==> src/rtl/seg7_capture.sv <==
// seg7_capture
//   Watches a multiplexed, active-low 7-segment display bus and turns it back
//   into a hex word. Each digit must be seen unchanged for STABLE_CYCLES
//   registered samples before it is captured; once every digit has been
//   captured the assembled word is published with a one-cycle valid pulse.
//
// Parameters
//   NUM_DIGITS    number of multiplexed digits (>= 1)
//   STABLE_CYCLES identical consecutive samples needed to capture (>= 1)
//   CW            stability counter width (2**CW > STABLE_CYCLES)
//
// Ports
//   clk        in   system clock, rising edge
//   reset      in   synchronous, active-high reset
//   seg_n      in   segment lines, active-low, bit0=a .. bit6=g
//   dig_n      in   digit enables, active-low, bit i = digit i
//   value      out  last completed word, nibble i = digit i
//   valid      out  one-cycle pulse when value updates
//   err        out  one-cycle pulse with valid if any digit was undecodable
//   digit_bad  out  per-digit undecodable flags of the last completed frame
//
// Handshake: there is no back-pressure. valid is a single-cycle strobe;
// value/digit_bad are updated in that same cycle and held until the next
// strobe, so a consumer may sample them on valid or at any later time.

module seg7_capture #(
    parameter int NUM_DIGITS    = 4,
    parameter int STABLE_CYCLES = 4,
    parameter int CW            = 8
) (
    input  logic                      clk,
    input  logic                      reset,
    input  logic [6:0]                seg_n,
    input  logic [NUM_DIGITS-1:0]     dig_n,
    output logic [4*NUM_DIGITS-1:0]   value,
    output logic                      valid,
    output logic                      err,
    output logic [NUM_DIGITS-1:0]     digit_bad
);

    typedef enum logic [1:0] {
        IDLE   = 2'd0,
        SETTLE = 2'd1,
        HELD   = 2'd2
    } state_t;

    localparam logic [CW-1:0] STABLE = CW'(STABLE_CYCLES);
    localparam logic [CW-1:0] ONE    = CW'(1);

    state_t                    state;
    state_t                    state_n;
    logic [CW-1:0]             cnt;
    logic [CW-1:0]             cnt_n;

    // Registered sample S and the sample from the cycle before it.
    logic [6:0]                seg_s;
    logic [6:0]                seg_p;
    logic [NUM_DIGITS-1:0]     dig_s;
    logic [NUM_DIGITS-1:0]     dig_p;

    logic [NUM_DIGITS-1:0]     mask;
    logic [4*NUM_DIGITS-1:0]   stage_val;
    logic [NUM_DIGITS-1:0]     stage_bad;

    int                        zeros;
    logic                      sel;
    logic                      changed;
    logic                      capture;
    logic                      full;
    logic [3:0]                dec_nib;
    logic                      dec_bad;

    // Selected means exactly one digit enable is low.
    always_comb begin
        zeros = 0;
        for (int i = 0; i < NUM_DIGITS; i++) begin
            if (!dig_s[i]) zeros = zeros + 1;
        end
        sel = (zeros == 1);
    end

    assign changed = (seg_s != seg_p) || (dig_s != dig_p);
    assign full    = &mask;

    always_comb begin
        dec_nib = 4'h0;
        dec_bad = 1'b0;
        case (seg_s)
            7'b1000000: dec_nib = 4'h0;
            7'b1111001: dec_nib = 4'h1;
            7'b0100100: dec_nib = 4'h2;
            7'b0110000: dec_nib = 4'h3;
            7'b0011001: dec_nib = 4'h4;
            7'b0010010: dec_nib = 4'h5;
            7'b0000010: dec_nib = 4'h6;
            7'b1111000: dec_nib = 4'h7;
            7'b0000000: dec_nib = 4'h8;
            7'b0011000: dec_nib = 4'h9;
            7'b0001000: dec_nib = 4'hA;
            7'b0000011: dec_nib = 4'hB;
            7'b1000110: dec_nib = 4'hC;
            7'b0100001: dec_nib = 4'hD;
            7'b0000110: dec_nib = 4'hE;
            7'b0001110: dec_nib = 4'hF;
            default: begin
                dec_nib = 4'h0;
                dec_bad = 1'b1;
            end
        endcase
    end

    always_comb begin
        state_n = state;
        cnt_n   = cnt;
        capture = 1'b0;
        case (state)
            IDLE: begin
                if (sel) begin
                    state_n = SETTLE;
                    cnt_n   = ONE;
                end
            end
            SETTLE: begin
                if (!sel) begin
                    state_n = IDLE;
                    cnt_n   = '0;
                end else if (changed) begin
                    cnt_n = ONE;
                end else if (cnt < STABLE) begin
                    cnt_n = cnt + ONE;
                end
            end
            HELD: begin
                if (!sel) begin
                    state_n = IDLE;
                    cnt_n   = '0;
                end else if (changed) begin
                    state_n = SETTLE;
                    cnt_n   = ONE;
                end
            end
            default: begin
                state_n = IDLE;
                cnt_n   = '0;
            end
        endcase
        // Reaching the threshold captures in the same cycle, which also
        // covers STABLE_CYCLES=1 capturing on the first selected sample.
        if (state_n == SETTLE && cnt_n >= STABLE) begin
            capture = 1'b1;
            state_n = HELD;
        end
    end

    always_ff @(posedge clk) begin
        if (reset) begin
            seg_s     <= '1;
            seg_p     <= '1;
            dig_s     <= '1;
            dig_p     <= '1;
            state     <= IDLE;
            cnt       <= '0;
            mask      <= '0;
            stage_val <= '0;
            stage_bad <= '0;
            value     <= '0;
            digit_bad <= '0;
            valid     <= 1'b0;
            err       <= 1'b0;
        end else begin
            seg_s <= seg_n;
            dig_s <= dig_n;
            seg_p <= seg_s;
            dig_p <= dig_s;
            state <= state_n;
            cnt   <= cnt_n;

            // A completed frame is published one cycle after the mask fills.
            valid <= full;
            err   <= full & (|stage_bad);
            if (full) begin
                value     <= stage_val;
                digit_bad <= stage_bad;
            end

            // ~dig_s is one-hot for the selected digit whenever capture is set;
            // a capture coinciding with completion starts the next frame.
            mask <= (full ? '0 : mask) | (capture ? ~dig_s : '0);

            for (int i = 0; i < NUM_DIGITS; i++) begin
                if (capture && !dig_s[i]) begin
                    stage_val[i*4 +: 4] <= dec_nib;
                    stage_bad[i]        <= dec_bad;
                end
            end
        end
    end

endmodule

==> config.mk <==
export PLATFORM = sky130hd
export DESIGN_NAME = seg7_capture
export DESIGN_NICKNAME = d
export VERILOG_FILES = /design/src/rtl/seg7_capture.sv
export SDC_FILE = /design/constraint.sdc
export NUM_CORES = 1
export LEC_CHECK = 0
export CAP_MARGIN = 10
export CORE_AREA = 2 2 67 132
export DETAILED_ROUTE_END_ITERATION = 16
export DIE_AREA = 0 0 69 134
export PLACE_DENSITY = 0.76
export SLEW_MARGIN = 20
export SYNTH_ARGS = -nofsm -noshare
export SYNTH_HDL_FRONTEND = slang
export SYNTH_SLANG_ARGS = --single-unit
==> constraint.sdc <==
create_clock -name clk -period 3.45 [get_ports clk]
set_input_delay 0.345 -clock clk [delete_from_list [all_inputs] [get_ports clk]]
set_output_delay 0.345 -clock clk [all_outputs]
set_load 0.01 [all_outputs]
==> flow_summary_export.csv, run 1 <==
group,metric,value,unit
worst_setup_path,r2r_start,"dig_s[0]",
power,p_leak,1.57,nW
die,die_area,9250,sq um
place,port_buffers,34,
cts,worstSkewPairLatency,0.34,ns
timing,timing.hold.ws,0.450,ns
timing,rsz0062_at_grt,"false",
timing,period_share,77.8,%
place,hpwl,5140,um
hold_path,hp-start,"cnt[7]",
timing,hold_violations,0,
worst_setup_path,arrival,2.95,ns
cts,clkSlewWorstSetupHoldPaths,0.06,ns
worst_setup_path,required,3.71,ns
synthesis,synth-main-ff-cell,"dfxtp_1",
drt,vias_per_cell,5.44,
worst_setup_path,end_kind,"register",
synthesis,syn_inst,392,
cts,clk_path_buf_depth,2,
grt,grt_overflow,0,
cts,hold_buffers,0,
cts,cts_sinks,78,
synthesis,synth-xor-area-share,4.58,%
cts,htreeDepth,3,
layout,drive_gt1_share,14.5,%
cts,cts_root_buf,"clkbuf_16",
run,maxCapViolCount,0,
synthesis,yosys.area.top_type_share,43.3,%
power,ir_worst_vdd,0.307,mV
cts,post_cts_buffers,0,
synthesis,synth_top_family_by_area,"simple AND/OR/NAND/NOR gates",
synthesis,yosysSeqAreaShare,43.3,%
drt,post_drt_wl_per_cell,14.1,um
place,postPlaceCellArea,3940,sq um
cts,numCtsBuffers,9,
hold_path,hold_path_depth,2,
die,pin_count,35,
place,gp_congestion,0.923,
synthesis,synth_cell_types,61,
die,core,8230,sq um
synthesis,synth_edf_count,0,
drt,dr.pass1.iters,4,
worst_setup_path,cp_slowest_cell,"ha_1",
synthesis,syn_area_per_cell,9.21,sq um
worst_setup_path,slowest_delay,0.40,ns
die,initial_core_util,43.8,%
cts,ctsResizeCount,0,
layout,final_nets,427,
timing,finalSetupTns,0,ns
power,powerDensity,465,nW/um^2
place,place_ws,0.779,ns
synthesis,netlist.top_cell.by_area,"dfxtp_1",
timing,slew_headroom,30.6,%
timing,setup_ws,0.767,ns
outcome,status,"finished, final reports clean",
hold_path,hold_path.class,"register to register",
worst_setup_path,critPathTopFamily,"adder cells",
synthesis,syn-num-nets,409,
synthesis,synth_compound_gate_area_share,15.6,%
timing,fin_worst_skew,0.00484,ns
synthesis,synthSimpleGateAreaFrac,25.7,%
layout,final_cell_area,4220,sq um
timing,finalWorstPathRequiredPeriod,2.68,ns
drt,vias,2791,
synthesis,synthTopCellsByArea,"dfxtp_1 43%, a21oi_1 5.3%, nand2_1 5.1%, mux2i_1 4.4%, nand2b_1 4.0%",
drt,ant_nets,0,
grt,grt_use_total,16.6,%
timing,max_slew.worst_pin.slew,1.04,ns
synthesis,yosys_register_bits,78,
synthesis,async_reset_ff_share,0,%
worst_setup_path,path_depth,9,
worst_setup_path,path_cells,"inv_1, ha_1, xnor2_1, ha_1, o311a_1, nor3_2, buf_4, nand3_1, a211oi_2",
synthesis,yosys_warnings,0,
layout,syn2layout_area_growth,16.9,%
power,fin_total_pwr,0.00196,W
synthesis,yosys.area_share.adder,1.39,%
drt,drc,0,
grt,antenna_found_initial,0,
worst_setup_path,crit_buf_inv,2,
grt,grt_pass1_wl,12300,um
timing,setup_violations,0,
die,die_w,69,um
timing,fmax,373,MHz
timing,report.final.slew_viol_count,0,
drt,drt_wl_total,7220,um
synthesis,synth_area,3610,sq um
synthesis,synthMuxAreaShare,4.44,%
layout,diodes,0,
worst_setup_path,startpoint,"dig_s[0]",
cts,cts_tree,"done",
drt,drtIter0Drc,165,
die,rows,47,
worst_setup_path,crit_fanout,11,
die,fp.dieH,134,um
worst_setup_path,crit_path_start_kind,"register",
grt,grt_max_degree,43,
grt,first_global_vias,2699,
worst_setup_path,crit_top_cell,"ha_1",
worst_setup_path,critPathKind,"register to register",
worst_setup_path,reg2reg_depth,9,
cells in the mapped netlist, types with 2 or more instances:
master	n
inv_1	9
o21ai_0	9
buf_6	2
nand4_1	12
nor4_1	6
nand2_1	49
o311a_4	4
and3_1	2
and3b_1	2
nand2b_1	23
a21oi_1	38
a211o_1	4
a41oi_1	2
ha_1	4
xor2_1	12
a31oi_1	2
and2_1	2
xnor2_1	5
nand3b_1	2
nor3_1	5
buf_4	4
buf_2	4
clkbuf_1	19
nand3_1	6
nor2_1	7
mux2i_1	16
or2_2	23
nor2b_1	4
nand3_4	4
nor3b_1	3
dfxtp_1	78
state kept, by name (all words and copies together), names as in the netlist, 2 cells and up:
name / cells
cnt: 8
dig_p: 4
dig_s: 4
digit_bad: 4
mask: 4
seg_p: 7
seg_s: 7
stage_bad: 4
stage_val: 16
state: 2
value: 16
placed cells by master, fill, tap and decap left out, types with 5 or more instances in the layout:
cell             count
mux2i_1             16
or2_2               23
nand4_1             12
inv_1                9
nand3_1              6
nand2b_1            23
nor3_1               5
nand2_1             49
nor4_1               6
o21ai_0              9
a21oi_1             38
xnor2_1              5
dfxtp_1             78
clkdlybuf4s50_1     33
nor2_1               7
clkbuf_16            9
xor2_1              12
worst reg2reg max path, stage by stage, from the launching register on:
cell	delay (ns)
dfxtp_1	0.38
inv_1	0.08
ha_1	0.40
xnor2_1	0.17
ha_1	0.35
o311a_1	0.33
nor3_2	0.17
buf_4	0.24
nand3_1	0.22
a211oi_2	0.27
power by group:
group          internal [W]  leakage, nW  switching (W)
clock              0.000506        0.132       0.000368
sequential         0.000916        0.634      0.0000266
combinational     0.0000671        0.805      0.0000775
total               0.00149         1.57       0.000472
area by class of cell:
cell class / instances / area (sq um)
clock buffer: 11 / 243
clock inverter: 5 / 33.8
fill: 789 / 4010
inverter: 9 / 33.8
multi-input combinational: 275 / 1870
sequential: 78 / 1560
tap: 98 / 123
timing repair buffer: 37 / 358
logic make-up (layout without fill, tap and decap cells):
group	after synthesis	after routing
XOR/XNOR	18	18
AND/OR/NAND/NOR	160	160
multiplexers	16	16
adder cells (fa/ha/maj)	4	4
buffers and inverters	39	62
AO/OA/AOI/OAI	77	77
flip-flops	78	78
through the flow:
stage / std cells / util, %
after global placement: 497 / 47.9
after floorplan: 392 / -
after global routing: 513 / 51.2
after CTS: 513 / 51.2
after detailed placement: 497 / 47.9
final: 513 / 51.2
final timing paths:
kind | endpoint | slack, ns
worst min register to register | cnt[7] | 0.45
worst max register to register | cnt[2] | 0.77
worst min-delay path | cnt[7] | 0.45
worst max-delay path | cnt[2] | 0.77
metal layers:
layer	global-route usage (%)	vias up	part of all wire [%]
li1	-	1396	-
met1	16.6	1295	38
met2	29.9	76	54
met3	3.61	24	3.4
met4	11.2	0	4.8
met5	0	-	0
Power figures use the tool's default switching activity.
==> run 2, diff against run 1 <==
==> constraint.sdc (replaced) <==
create_clock -name clk -period 2.7 [get_ports clk]
set_input_delay 0.27 -clock clk [delete_from_list [all_inputs] [get_ports clk]]
set_output_delay 0.27 -clock clk [all_outputs]
set_load 0.01 [all_outputs]
==> run 2 against run 1 <==
Against the previous run: power increased by 27%; fmax increased by 5.8%; sequential share of layout area decreased by 0.60 points; clock skew about the same; highest routed layer unchanged; setup slack got worse by 0.60 ns.
==> flow_summary_export.csv, run 2 (same netlist as run 1, synthesis figures left out) <==
group,metric,value,unit
outcome,status,"finished, final reports clean",
die,core,8230,sq um
worst_setup_path,arrival,2.73,ns
layout,final_common_cell,"dfxtp_1",
cts,worstSkewPairLatency,0.33,ns
cts,post_cts_buffers,0,
timing,report.final.slew_viol_count,0,
cts,hold_buffers,0,
drt,ant_nets,0,
worst_setup_path,reg2reg_depth,9,
grt,grt_overflow,0,
die,die_area,9250,sq um
layout,final_nets,435,
worst_setup_path,rrSetupSlack,0.16,ns
run,maxCapViolCount,0,
cts,clkSlewWorstSetupHoldPaths,0.06,ns
hold_path,hold_path_depth,2,
timing,finalWorstPathRequiredPeriod,2.54,ns
worst_setup_path,crit_fanout,8,
timing,fin_worst_skew,0.00492,ns
worst_setup_path,r2r-end,"stage_val[12]",
place,place_ws,0.107,ns
layout,final_cell_mix,"78 x dfxtp_1, 49 x nand2_1, 38 x a21oi_1",
timing,setup_ws,0.165,ns
power,ir_worst_vdd,0.396,mV
cts,ctsResizeCount,0,
drt,vias_per_cell,5.30,
drt,dr.pass1.iters,4,
worst_setup_path,r2r_start,"dig_s[0]",
die,pin_count,35,
drt,drtIter0Drc,140,
cts,cts_sinks,78,
place,hpwl,5310,um
grt,antenna_found_initial,0,
cts,cts_tree,"done",
timing,fmax,394,MHz
place,port_buffers,34,
timing,hold_violations,0,
die,initial_core_util,43.8,%
timing,max_slew.worst_pin.slew,0.669,ns
grt,grt_max_degree,43,
die,die_w,69,um
timing,slew_headroom,55.4,%
layout,top_regs,"stage_val x16, value x16, cnt x8",
power,fin_total_pwr,0.00249,W
hold_path,hold_path_end,"value[10]",
timing,setup_violations,0,
worst_setup_path,required,2.90,ns
drt,vias,2757,
cts,numCtsBuffers,9,
layout,final_cell_area,4290,sq um
layout,diodes,0,
worst_setup_path,end_kind,"register",
drt,drt_wl_total,7310,um
grt,grt_use_total,16.1,%
worst_setup_path,critPathKind,"register to register",
grt,grt_pass1_wl,12000,um
grt,first_global_vias,2626,
place,postPlaceCellArea,4020,sq um
timing,period_share,93.9,%
cts,clk_path_buf_depth,2,
layout,drive_gt1_share,15.6,%
die,fp.dieH,134,um
die,rows,47,
cts,cts_root_buf,"clkbuf_16",
hold_path,hold_path.class,"register to register",
drt,drc,0,
power,powerDensity,580,nW/um^2
drt,post_drt_wl_per_cell,14.1,um
hold_path,hp-start,"stage_val[10]",
place,gp_congestion,0.858,
cts,htreeDepth,3,
power,p_leak,1.61,nW
worst_setup_path,crit_path_start_kind,"register",
layout,syn2layout_area_growth,18.8,%
run 2: critical path: stages (launching register included):
cell	delay (ns)
dfxtp_1	0.38
inv_1	0.09
ha_1	0.32
xnor2_1	0.14
ha_1	0.34
o311a_1	0.35
nor3_4	0.27
buf_4	0.25
nand3_4	0.13
mux2i_1	0.14
run 2: routing by layer:
metal | vias up | wire (um) | track usage, %
li1 | 1413 | - | -
met1 | 1278 | 2770 | 15.6
met2 | 51 | 4170 | 30.8
met3 | 15 | 175 | 2.93
met4 | 0 | 194 | 9.80
met5 | - | 0 | 0
run 2: how the worst max path moves through the flow:
| stage | slack (ns) | startpoint | to | cells after the start |
|---|---|---|---|---|
| 6_report | 0.16 | dig_s[0] | stage_val[12] | 9 |
| 2_1_floorplan | 0.31 | dig_s[0] | cnt[0] | 8 |
| 5_1_grt | -0.03 | dig_s[0] | cnt[1] | 9 |
| 3_3_place_gp | 0.19 | dig_s[0] | stage_val[4] | 9 |
| 3_5_place_dp | 0.11 | dig_s[0] | stage_val[4] | 9 |
| 4_1_cts | 0.1 | dig_s[0] | stage_val[12] | 9 |
run 2: where the power goes:
part | switching (W) | total (W) | internal, W
Clock | 0.000437 | 0.00108 | 0.000642
Combinational | 0.000111 | 0.000209 | 0.0000975
Sequential | 0.0000307 | 0.00120 | 0.00117
Total | 0.000579 | 0.00249 | 0.00191
run 2: final cells by class:
type / count / area [sq um]
multi-input combinational: 275 / 1870
tap: 98 / 123
clock buffer: 12 / 246
timing repair buffer: 45 / 430
sequential: 78 / 1560
inverter: 9 / 33.8
clock inverter: 3 / 21.3
fill: 787 / 3940
run 2: through the flow:
| stage | setup TNS [ns] | hold WS [ns] | cells | util (%) |
|---|---|---|---|---|
| floorplan | 0 | 0.374 | 392 | - |
| global placement | 0 | 0.431 | 505 | 48.8 |
| detailed placement | 0 | 0.440 | 505 | 48.8 |
| CTS | 0 | 0.450 | 520 | 52.0 |
| global route | -0.0345 | 0.467 | 520 | 52.1 |
| finish | 0 | 0.451 | 520 | 52.1 |
